==> src/rtl/ema_lut_filter.sv <==
// Streaming EMA filter y[n] = floor(x/4) + floor(3*y[n-1]/4) on 8-bit samples,
// with valid/ready handshakes, one registered output stage and a settle counter.

module ema_lut_beta (
    input  logic [7:0] addr,
    output logic [9:0] data
);
    // Constant ROM of floor(3*a/4); read combinationally so the feedback loop closes in one cycle.
    logic [9:0] rom [256];

    generate
        for (genvar gi = 0; gi < 256; gi++) begin : g_rom
            assign rom[gi] = 10'((3 * gi) / 4);
        end
    endgenerate

    assign data = rom[addr];
endmodule

module ema_lut_filter #(
    parameter bit SEED_FIRST = 1'b1,
    parameter int SETTLE_N   = 16
) (
    input  logic       clk,
    input  logic       rst,
    input  logic       clear,
    input  logic       in_valid,
    output logic       in_ready,
    input  logic [7:0] in_data,
    output logic       out_valid,
    input  logic       out_ready,
    output logic [7:0] out_data,
    output logic [15:0] sample_cnt,
    output logic       settled
);
    typedef enum logic {SEED, RUN} state_t;

    localparam logic [15:0] SETTLE_W = 16'(SETTLE_N);

    state_t      state_reg, state_next;
    logic [7:0]  y_reg;
    logic [7:0]  y_next;
    logic [7:0]  out_data_reg;
    logic        out_valid_reg;
    logic [15:0] sample_cnt_reg;

    logic [9:0]  beta_data;
    logic [8:0]  sum;
    logic [7:0]  filt;
    logic        accept;
    logic        unused_beta_hi;

    ema_lut_beta u_beta (
        .addr (y_reg),
        .data (beta_data)
    );

    assign unused_beta_hi = ^beta_data[9:8];

    assign in_ready   = ~rst & ~clear & (~out_valid_reg | out_ready);
    assign accept     = in_valid & in_ready;
    assign out_valid  = out_valid_reg;
    assign out_data   = out_data_reg;
    assign sample_cnt = sample_cnt_reg;
    assign settled    = (sample_cnt_reg >= SETTLE_W);

    always_comb begin
        sum        = {3'b000, in_data[7:2]} + {1'b0, beta_data[7:0]};
        filt       = sum[8] ? 8'hFF : sum[7:0];
        y_next     = filt;
        state_next = state_reg;
        if (state_reg == SEED && SEED_FIRST) begin
            y_next = in_data;
        end
        if (accept) begin
            state_next = RUN;
        end
        if (clear) begin
            state_next = SEED;
        end
    end

    always_ff @(posedge clk or posedge rst) begin
        if (rst) begin
            state_reg      <= SEED;
            y_reg          <= 8'd0;
            out_data_reg   <= 8'd0;
            out_valid_reg  <= 1'b0;
            sample_cnt_reg <= 16'd0;
        end else begin
            state_reg <= state_next;
            if (clear) begin
                // Any pending output is dropped; a same-cycle out_ready handshake still completes.
                y_reg          <= 8'd0;
                out_data_reg   <= 8'd0;
                out_valid_reg  <= 1'b0;
                sample_cnt_reg <= 16'd0;
            end else if (accept) begin
                y_reg         <= y_next;
                out_data_reg  <= y_next;
                out_valid_reg <= 1'b1;
                if (sample_cnt_reg != 16'hFFFF) begin
                    sample_cnt_reg <= sample_cnt_reg + 16'd1;
                end
            end else if (out_ready) begin
                out_valid_reg <= 1'b0;
            end
        end
    end
endmodule

==> config.mk <==
export PLATFORM = sky130hd
export DESIGN_NAME = ema_lut_filter
export DESIGN_NICKNAME = d
export VERILOG_FILES = /design/src/rtl/ema_lut_filter.sv
export SDC_FILE = /design/constraint.sdc
export NUM_CORES = 1
export LEC_CHECK = 0
export CORE_UTILIZATION = 45
export CTS_BUF_LIST = sky130_fd_sc_hd__clkbuf_8
export DETAILED_ROUTE_END_ITERATION = 8
export PLACE_DENSITY = 0.72
export SYNTH_ARGS = -nofsm -noshare
export SYNTH_HDL_FRONTEND = slang
export SYNTH_SLANG_ARGS = --single-unit
==> constraint.sdc <==
create_clock -name clk -period 3.35 [get_ports clk]
set_input_delay 0.335 -clock clk [delete_from_list [all_inputs] [get_ports clk]]
set_output_delay 0.335 -clock clk [all_outputs]
set_load 0.01 [all_outputs]
==> results of run 1 <==
-- placed cells by master, fill, tap and decap left out, drive strengths merged, types with 2 or more instances in the layout --
cell	n
a211o	2
a211oi	2
a21oi	17
a22oi	3
and3	4
buf	4
clkbuf	3
clkdlybuf4s50	39
dfrtp	26
ha	8
inv	7
mux2	2
mux2i	5
nand2	15
nand2b	2
nand3	9
nand4	2
nor2	22
nor2b	2
nor3	6
nor4	11
o21a	2
o21ai	16
o21bai	2
o31ai	3
or3	4
or4	3
xnor2	13
xor2	3
-- cells by family (layout without fill, tap and decap cells) --
group           after synthesis  count (layout)  synth area share [%]
simple gates                 83              83                 25.03
compound gates               54              54                 17.82
flops                        26              26                 35.37
xor+xnor                     16              16                 7.619
buf+inv                      14              54                 3.674
fa+ha+maj                     9               9                 6.531
mux                           7               7                 3.946
-- how the worst max path moves through the flow --
stage,startpoint,end,cells after the start
2_1_floorplan,out_data[2]$_DFFE_PP0P_,out_data[6]$_DFFE_PP0P_,10
3_3_place_gp,in_data[2],out_data[6]$_DFFE_PP0P_,8
3_5_place_dp,out_data[2]$_DFFE_PP0P_,out_data[6]$_DFFE_PP0P_,9
4_1_cts,out_data[2]$_DFFE_PP0P_,out_data[6]$_DFFE_PP0P_,9
5_1_grt,out_data[2]$_DFFE_PP0P_,out_data[6]$_DFFE_PP0P_,9
6_report,out_data[2]$_DFFE_PP0P_,out_data[6]$_DFFE_PP0P_,9
-- cell type report --
type,instances,area (sq um)
Fill cell,346,1449
Multi-Input combinational cell,169,1121
Sequential cell,26,650.6
Timing Repair Buffer,43,420.4
Tap cell,48,60.06
Clock buffer,3,41.29
Clock inverter,1,30.03
Inverter,7,26.28
-- critical path: stages (launching register included) --
cell       delay, ns
dfrtp_1         0.48
a211o_1         0.31
a21oi_1         0.24
nor2_1          0.11
xor2_1          0.16
ha_1            0.35
and3_1          0.19
a2111oi_0       0.48
xnor2_1         0.17
o21ai_0         0.08
-- layer usage --
layer,track usage [%],part of all wire (%),up-vias
met3,3.966,2.6,6
met2,34.69,46,28
met1,31.30,50,800
met4,5.585,0.89,0
met5,0,0,-
li1,-,-,842
-- through the flow --
step,cells,power (W)
floorplan,209,0.0004545
global placement,293,0.0005149
detailed placement,293,0.0005173
CTS,297,0.0007781
global route,297,0.0008142
finish,297,0.0007710
-- power by group --
group / internal [W] / switching (W) / leakage [nW]
combinational: 0.0000846 / 0.0000874 / 0.567
sequential: 0.000322 / 0.0000179 / 0.358
clock: 0.000160 / 0.0000989 / 0.0357
total: 0.000567 / 0.000204 / 0.961
==> metrics.cfg, run 1 <==
[run_status]
status = finished, final reports clean

[route]
vias = 1676
routedWlPerCell_um = 14.82
ant_nets = 0
drc = 0
drtIter0Drc = 92
dr.pass1.iters = 4
viasPerCell = 5.643
drt-total-wl_um = 4402

[place]
hpwl_um = 3351
placed_area_sq_um = 2278
gp_congestion = 0.8979
place_ws_ns = 0.7311
port_buffers = 39

[global_route]
gr-total-overflow = 0
grt_pass1_vias = 1532
grt_max_degree = 18
antenna_found_initial = 0
grtUsageTotal_pct = 22.16
grt_pass1_wl_um = 7396

[cts]
clk_pin_slew_ns = 0.09
cts_hold_buf = 0
worstSkewPairLatency_ns = 0.27
h-tree-depth = 1
cts_made_buffers = 3
clockBufferDepth = 2
post_cts_buffers = 0
cts_tree = built
clkSinkCount = 26
ctsResizeCount = 0
root_buffer = clkbuf_8

[power]
power_leakage_nw = 0.9614
power.density_nw_per_um2 = 328.1
max-vdd-ir-drop_v = 0.0001797

[layout]
syn2layout_area_growth_pct = 27.75
final_area_sq_um = 2350
diodes = 0
final_layout_size_suffix_gt1_share_pct = 7.229
largest_reg_flops = 16
utilization_pct = 61.86
final_net_count = 272

[setup_path]
reg2reg_depth = 9
worstReg2RegStart = out_data[2]$_DFFE_PP0P_
reg2reg_to = out_data[6]$_DFFE_PP0P_
critPathKind = reg -> reg
crit_arrival_ns = 2.85
required_ns = 3.50
r2r_slack_ns = 0.65
crit_path_max_fanout = 7
end_kind = flop
worst_setup_path_start_kind = flop

[die]
die-area_sq_um = 4347
start_util_pct = 48.42
die_h_um = 65.93
die_x_um = 65.93
io_pins = 40
core.rowCount = 22
core_area_sq_um = 3799

[logic_synthesis]
syn_area_sq_um = 1839
synth_fp_nets = 231
synth.area.top_cells = dfrtp_1 35%, xnor2_1 6.2%, ha_1 5.4%, a21oi_1 4.6%, nor2_1 4.5%
synth_cells = 209
synth.most_common_cell = dfrtp_1
yosys.area.top_type = dfrtp_1
synth_top_area_share_pct = 35.37
synth_edf_count = 0
yosysSeqAreaShare_pct = 35.37
synth_cell_types = 46
postSynth.asyncResetShare_pct = 100.0
synth.top_cells.by_count = 26 x dfrtp_1, 22 x nor2_1, 17 x a21oi_1, 15 x nand2_1, 14 x o21ai_0
ys_ff_latch = 26
synth_ff_type = dfrtp_1
synth_area_per_cell_sq_um = 8.800
synth_warnings = 0

[timing]
finalWorstSetupSlack_ns = 0.6483
grt_setup_unrepaired = false
slew_headroom_pct = 60.99
min_period_ns = 2.702
fin_skew_ns = 0.008136
finalSetupTns_ns = 0
final-setup-viol-count = 0
hold_viol = 0
fmax_mhz = 370.1
finalCritPeriodShare_pct = 80.65
worst_pin_slew_ns = 0.5824
fin_hold_ws_ns = 0.4185
slew_viol_final = 0

[job]
drv_cap = 0

[worst_hold_path]
hold_path_class = in -> async

Note: power is estimated with default switching activity, not from simulation.
==> run 2, diff against run 1 <==
Clock period 3.35 ns to 2.5 ns, I/O delays scaled along.
==> run 2 against run 1 <==
  * Clock-buffer cell count did not move
  * Register-to-register slack got worse by 0.51 ns
  * Critical path type unchanged
  * Global-route usage rose by 0.35 points
  * Via count rose by 2.6%
  * Maximum frequency rose by 14%
  * Highest routed layer unchanged
  * Wire length rose by 3.4%
  * Critical endpoint unchanged
  * Non-clock buffer count rose by 10
==> metrics.cfg, run 2 (same netlist as run 1, synthesis figures left out) <==
[setup_path]
crit_path_max_fanout = 7
critPathKind = reg -> reg
crit_arrival_ns = 2.51
max_stage_delay_ns = 0.45
worstPathCellList = a211o_1 -> a21oi_2 -> nor2_1 -> xor2_1 -> ha_4 -> and3_4 -> a2111oi_4 -> xnor2_1 -> o21ai_1
crit_path_start = out_data[1]$_DFFE_PP0P_
required_ns = 2.65
worstReg2RegStart = out_data[1]$_DFFE_PP0P_
critPathBufInv = 0
crit_family = compound AO/OA/AOI/OAI gates
worst_setup_path_start_kind = flop
end_kind = flop
crit_path_top_delay_cell = dfrtp_2

[timing]
slew_headroom_pct = 63.74
finalWorstSetupSlack_ns = 0.1367
worst_pin_slew_ns = 0.5390
finalSetupTns_ns = 0
final-setup-viol-count = 0
hold_viol = 0
fin_hold_ws_ns = 0.3934
fin_skew_ns = 0.005117
slew_viol_final = 0
grt_setup_unrepaired = true
finalCritPeriodShare_pct = 94.53
fmax_mhz = 423.1
min_period_ns = 2.363

[place]
hpwl_um = 3274
port_buffers = 39
placed_area_sq_um = 2325
place_ws_ns = 0.01356
gp_congestion = 0.8680

[die]
die-area_sq_um = 4347
start_util_pct = 48.42
io_pins = 40
core.rowCount = 22
die_h_um = 65.93
die_x_um = 65.93
core_area_sq_um = 3799

[cts]
cts_made_buffers = 3
cts_tree = built
clockBufferDepth = 2
root_buffer = clkbuf_8
clk_pin_slew_ns = 0.09
clkSinkCount = 26
h-tree-depth = 1
worstSkewPairLatency_ns = 0.27

[route]
drtIter0Drc = 132
ant_nets = 0
drt-total-wl_um = 4550
vias = 1720
dr.pass1.iters = 4
routedWlPerCell_um = 14.87
drc = 0
viasPerCell = 5.621

[layout]
syn2layout_area_growth_pct = 33.13
multiInputGateArea_sq_um = 1170
final_common_cell = clkdlybuf4s50_1
register_area_sq_um = 655.6
diodes = 0
final_cell_mix = 39 x clkdlybuf4s50_1, 22 x nor2_1, 22 x dfrtp_1
final_layout_size_suffix_gt1_share_pct = 14.34
largest_reg_flops = 16
final_area_sq_um = 2449
fill_cells = 351
final_net_count = 282

[global_route]
grt_max_degree = 28
antenna_found_initial = 0
grt_pass1_vias = 1587
gr-total-overflow = 0
grtUsageTotal_pct = 22.51
grt_pass1_wl_um = 7596

[power]
max-vdd-ir-drop_v = 0.0002990
p_sw_share_pct = 29.06
power.density_nw_per_um2 = 390.6
p_clk_share_pct = 24.1
p_sw_w = 0.0002779
pwr-share-seq_pct = 47.4
power_leakage_nw = 0.9972
combPwrFrac_pct = 28.4
power.internal_w = 0.0006785
p_total_w = 0.0009564

[job]
drv_cap = 0

[worst_hold_path]
hold_path_class = in -> async

[run_status]
status = finished, final reports clean

run 2: cell types whose count changed in the layout (fill, tap and decap cells not counted), moves of 2 or more:
| cell | previous run | this run |
|---|---|---|
| a21oi_2 | 0 | 2 |
| o21ai_1 | 2 | 4 |
| a21oi_1 | 17 | 15 |
| dfrtp_1 | 26 | 22 |
| o21ai_0 | 14 | 12 |
| dfrtp_2 | 0 | 4 |
| buf_4 | 4 | 14 |
run 2: timing repair:
item,4_1_cts,5_1_grt
gates cloned,0,0
endpoints found under the hold margin,0,0
buffers inserted,0,4
pin swaps,0,8
endpoints found under the setup margin,1,3
resized for setup,1,13
hold buffers,0,0
run 2: worst min-delay path: cells and delay by family:
| kind | cells | cell delay [ns] |
|---|---|---|
| buffers and inverters | 3 | 0.82 |
run 2: cell type report:
| class | count | area share, % |
|---|---|---|
| clock buffer | 3 | 1.686 |
| tap | 48 | 2.453 |
| inverter | 7 | 1.073 |
| multi-input combinational | 169 | 47.78 |
| sequential | 26 | 26.78 |
| timing repair buffer | 53 | 20.24 |
run 2: layer usage:
layer | GRT usage (%) | routed length [um] | share of wire (%) | vias up
li1 | - | - | - | 860
met1 | 33.44 | 2196 | 48 | 812
met2 | 33.55 | 2086 | 46 | 42
met3 | 4.483 | 217 | 4.8 | 6
met4 | 4.521 | 50 | 1.1 | 0
met5 | 0 | 0 | 0 | -
run 2: power by group through the flow:
stage          Sequential [W]  Clock [W]  Combinational (W)
3_3_place_gp         0.000461          0           0.000238
6_report             0.000454   0.000231           0.000272
4_1_cts              0.000453   0.000236           0.000244
5_1_grt              0.000457   0.000254           0.000302
3_5_place_dp         0.000461          0           0.000240
2_1_floorplan        0.000457          0           0.000153
run 2: worst paths after layout:
check | endpoint | slack, ns | cells past startpoint
max | out_data[6]$_DFFE_PP0P_ | 0.14 | 9
min | state_reg$_DFFE_PP0P_ | 0.39 | 3
max reg2reg | out_data[6]$_DFFE_PP0P_ | 0.14 | 9
min reg2reg | out_data[0]$_DFFE_PP0P_ | 0.57 | 2
max in group asynchronous | out_data[3]$_DFFE_PP0P_ | 1.83 | 3
min in group clk | out_data[0]$_DFFE_PP0P_ | 0.57 | 2
run 2: stage by stage:
step           cells  utilization, %
2_1_floorplan    209               -
3_3_place_gp     299           61.20
3_5_place_dp     299           61.20
4_1_cts          302           62.42
5_1_grt          306           64.46
6_report         306           64.46
==> run 3, diff against run 2 <==
Settings changed: SYNTH_HIERARCHICAL set to 1.
==> run 3 against run 2 <==
  * Register-to-register slack got worse by 0.09 ns
  * Sequential power increased by 4%
  * Clock-buffer cell count increased by 1
  * Design area increased by 6.9%
  * Combinational power increased by 29%
  * Critical endpoint is now out_data[5]$_DFFE_PP0P_
==> metrics.cfg, run 3 <==
[cts]
cts_made_buffers = 3
clockBufferDepth = 2
clkSinkCount = 26
h-tree-depth = 1
cts_tree = built
clk_pin_slew_ns = 0.09
root_buffer = clkbuf_8
worstSkewPairLatency_ns = 0.27

[global_route]
grtUsageTotal_pct = 22.95
gr-total-overflow = 0
grt_pass1_wl_um = 7728
grt_pass1_vias = 1648
antenna_found_initial = 0
grt_max_degree = 23

[setup_path]
required_ns = 2.66
crit_arrival_ns = 2.61
reg2reg_depth = 11
end_kind = flop
critPathKind = reg -> reg
crit_path_max_fanout = 5
worst_setup_path_start_kind = flop

[timing]
worst_pin_slew_ns = 0.4348
min_period_ns = 2.450
slew_viol_final = 0
hold_viol = 0
finalSetupTns_ns = 0
fmax_mhz = 408.2
grt_setup_unrepaired = true
final-setup-viol-count = 0
fin_skew_ns = 0.003532
finalCritPeriodShare_pct = 97.98
slew_headroom_pct = 71.01

[layout]
final_layout_size_suffix_gt1_share_pct = 20.66
final_net_count = 294
fill_cells = 326
final_cell_mix = 39 x clkdlybuf4s50_1, 23 x nand2_1, 23 x buf_4
diodes = 0
largest_reg_flops = 16
register_area_sq_um = 656.9
multiInputGateArea_sq_um = 1246
syn2layout_area_growth_pct = 39.75
final_common_cell = clkdlybuf4s50_1
fin_cells = 321
final_area_sq_um = 2618

[place]
hpwl_um = 3534
placed_area_sq_um = 2449
gp_congestion = 0.8679
place_inst = 314
port_buffers = 39

[route]
drt-total-wl_um = 4733
vias = 1841
drtIter0Drc = 128
ant_nets = 0
dr.pass1.iters = 4
routedWlPerCell_um = 14.74
viasPerCell = 5.735
drc = 0

[power]
power.density_nw_per_um2 = 418.7
p_sw_share_pct = 30.64
combPwrFrac_pct = 32.0
max-vdd-ir-drop_v = 0.0003923
pwr-share-seq_pct = 43.2
p_sw_w = 0.0003358
power_leakage_nw = 1.089
power.internal_w = 0.0007602
p_clk_share_pct = 24.9

[logic_synthesis]
synth_cells = 212
syn_area_sq_um = 1873
synth_warnings = 6
synth_area_per_cell_sq_um = 8.835
synth_fp_nets = 234

[die]
start_util_pct = 46.83
die-area_sq_um = 4424
core_area_sq_um = 4000
io_pins = 40
die_h_um = 66.52
die_x_um = 66.52
core.rowCount = 23

[job]
drv_cap = 0

[run_status]
status = finished, final reports clean

[worst_hold_path]
hold_path_class = in -> async

-- run 3: worst paths after layout --
| path | slack (ns) | start | end |
|---|---|---|---|
| min in group clk | 0.60 | out_data[1]$_DFFE_PP0P_ | out_data[1]$_DFFE_PP0P_ |
| worst max-delay path | 0.05 | out_data[1]$_DFFE_PP0P_ | out_data[5]$_DFFE_PP0P_ |
| worst max register to register | 0.05 | out_data[1]$_DFFE_PP0P_ | out_data[5]$_DFFE_PP0P_ |
| worst min register to register | 0.60 | out_data[1]$_DFFE_PP0P_ | out_data[1]$_DFFE_PP0P_ |
| max in group asynchronous | 1.84 | rst | out_data[1]$_DFFE_PP0P_ |
| worst min-delay path | 0.32 | rst | out_valid$_DFFE_PP0P_ |
-- run 3: power by group through the flow --
stage | Combinational, W | Clock, W | Sequential (W)
2_1_floorplan | 0.000172 | 0 | 0.000476
3_3_place_gp | 0.000304 | 0 | 0.000475
3_5_place_dp | 0.000307 | 0 | 0.000477
4_1_cts | 0.000315 | 0.000284 | 0.000471
5_1_grt | 0.000383 | 0.000304 | 0.000477
6_report | 0.000350 | 0.000273 | 0.000473
-- run 3: final cells by class --
cell class	count	share of cell area (%)
inverter	9	1.291
multi-input combinational	170	47.61
clock buffer	4	2.103
timing repair buffer	62	21.51
tap	50	2.390
sequential	26	25.10
-- run 3: metal layers --
layer	vias up	global-route usage, %	share of wire [%]	wire length [um]
li1	902	-	-	-
met1	880	33.30	47	2215
met2	57	36.86	48	2273
met3	2	3.596	4.9	230
met4	0	2.660	0.25	12
met5	-	0	0	0
-- run 3: critical path: stages, from the launching register on --
cell and delay (ns):
dfrtp_2 0.45, buf_4 0.16, nand2_1 0.10, a2bb2oi_1 0.24
xnor2_1 0.15, ha_1 0.29, buf_4 0.16, and3_1 0.20
a221oi_2 0.25, xnor2_1 0.11, o221ai_2 0.15, nand2_1 0.08
-- run 3: repair_timing --
action,4_1_cts,5_1_grt
hold buffers,0,0
gates resized for setup,7,18
pin swaps,1,21
endpoints found under the setup margin,7,8
buffers inserted,0,3
-- run 3: stage by stage --
stage          hold slack [ns]  utilization [%]  setup WS, ns  power [W]
3_5_place_dp            0.5428            61.21       -0.1054  0.0007837
4_1_cts                 0.3304            63.18      0.008610   0.001070
6_report                0.3218            65.44       0.05046   0.001096
3_3_place_gp            0.5181            61.21      -0.04186  0.0007796
5_1_grt                 0.3343            65.44      -0.06586   0.001164
2_1_floorplan           0.3036                -       0.03512  0.0006478
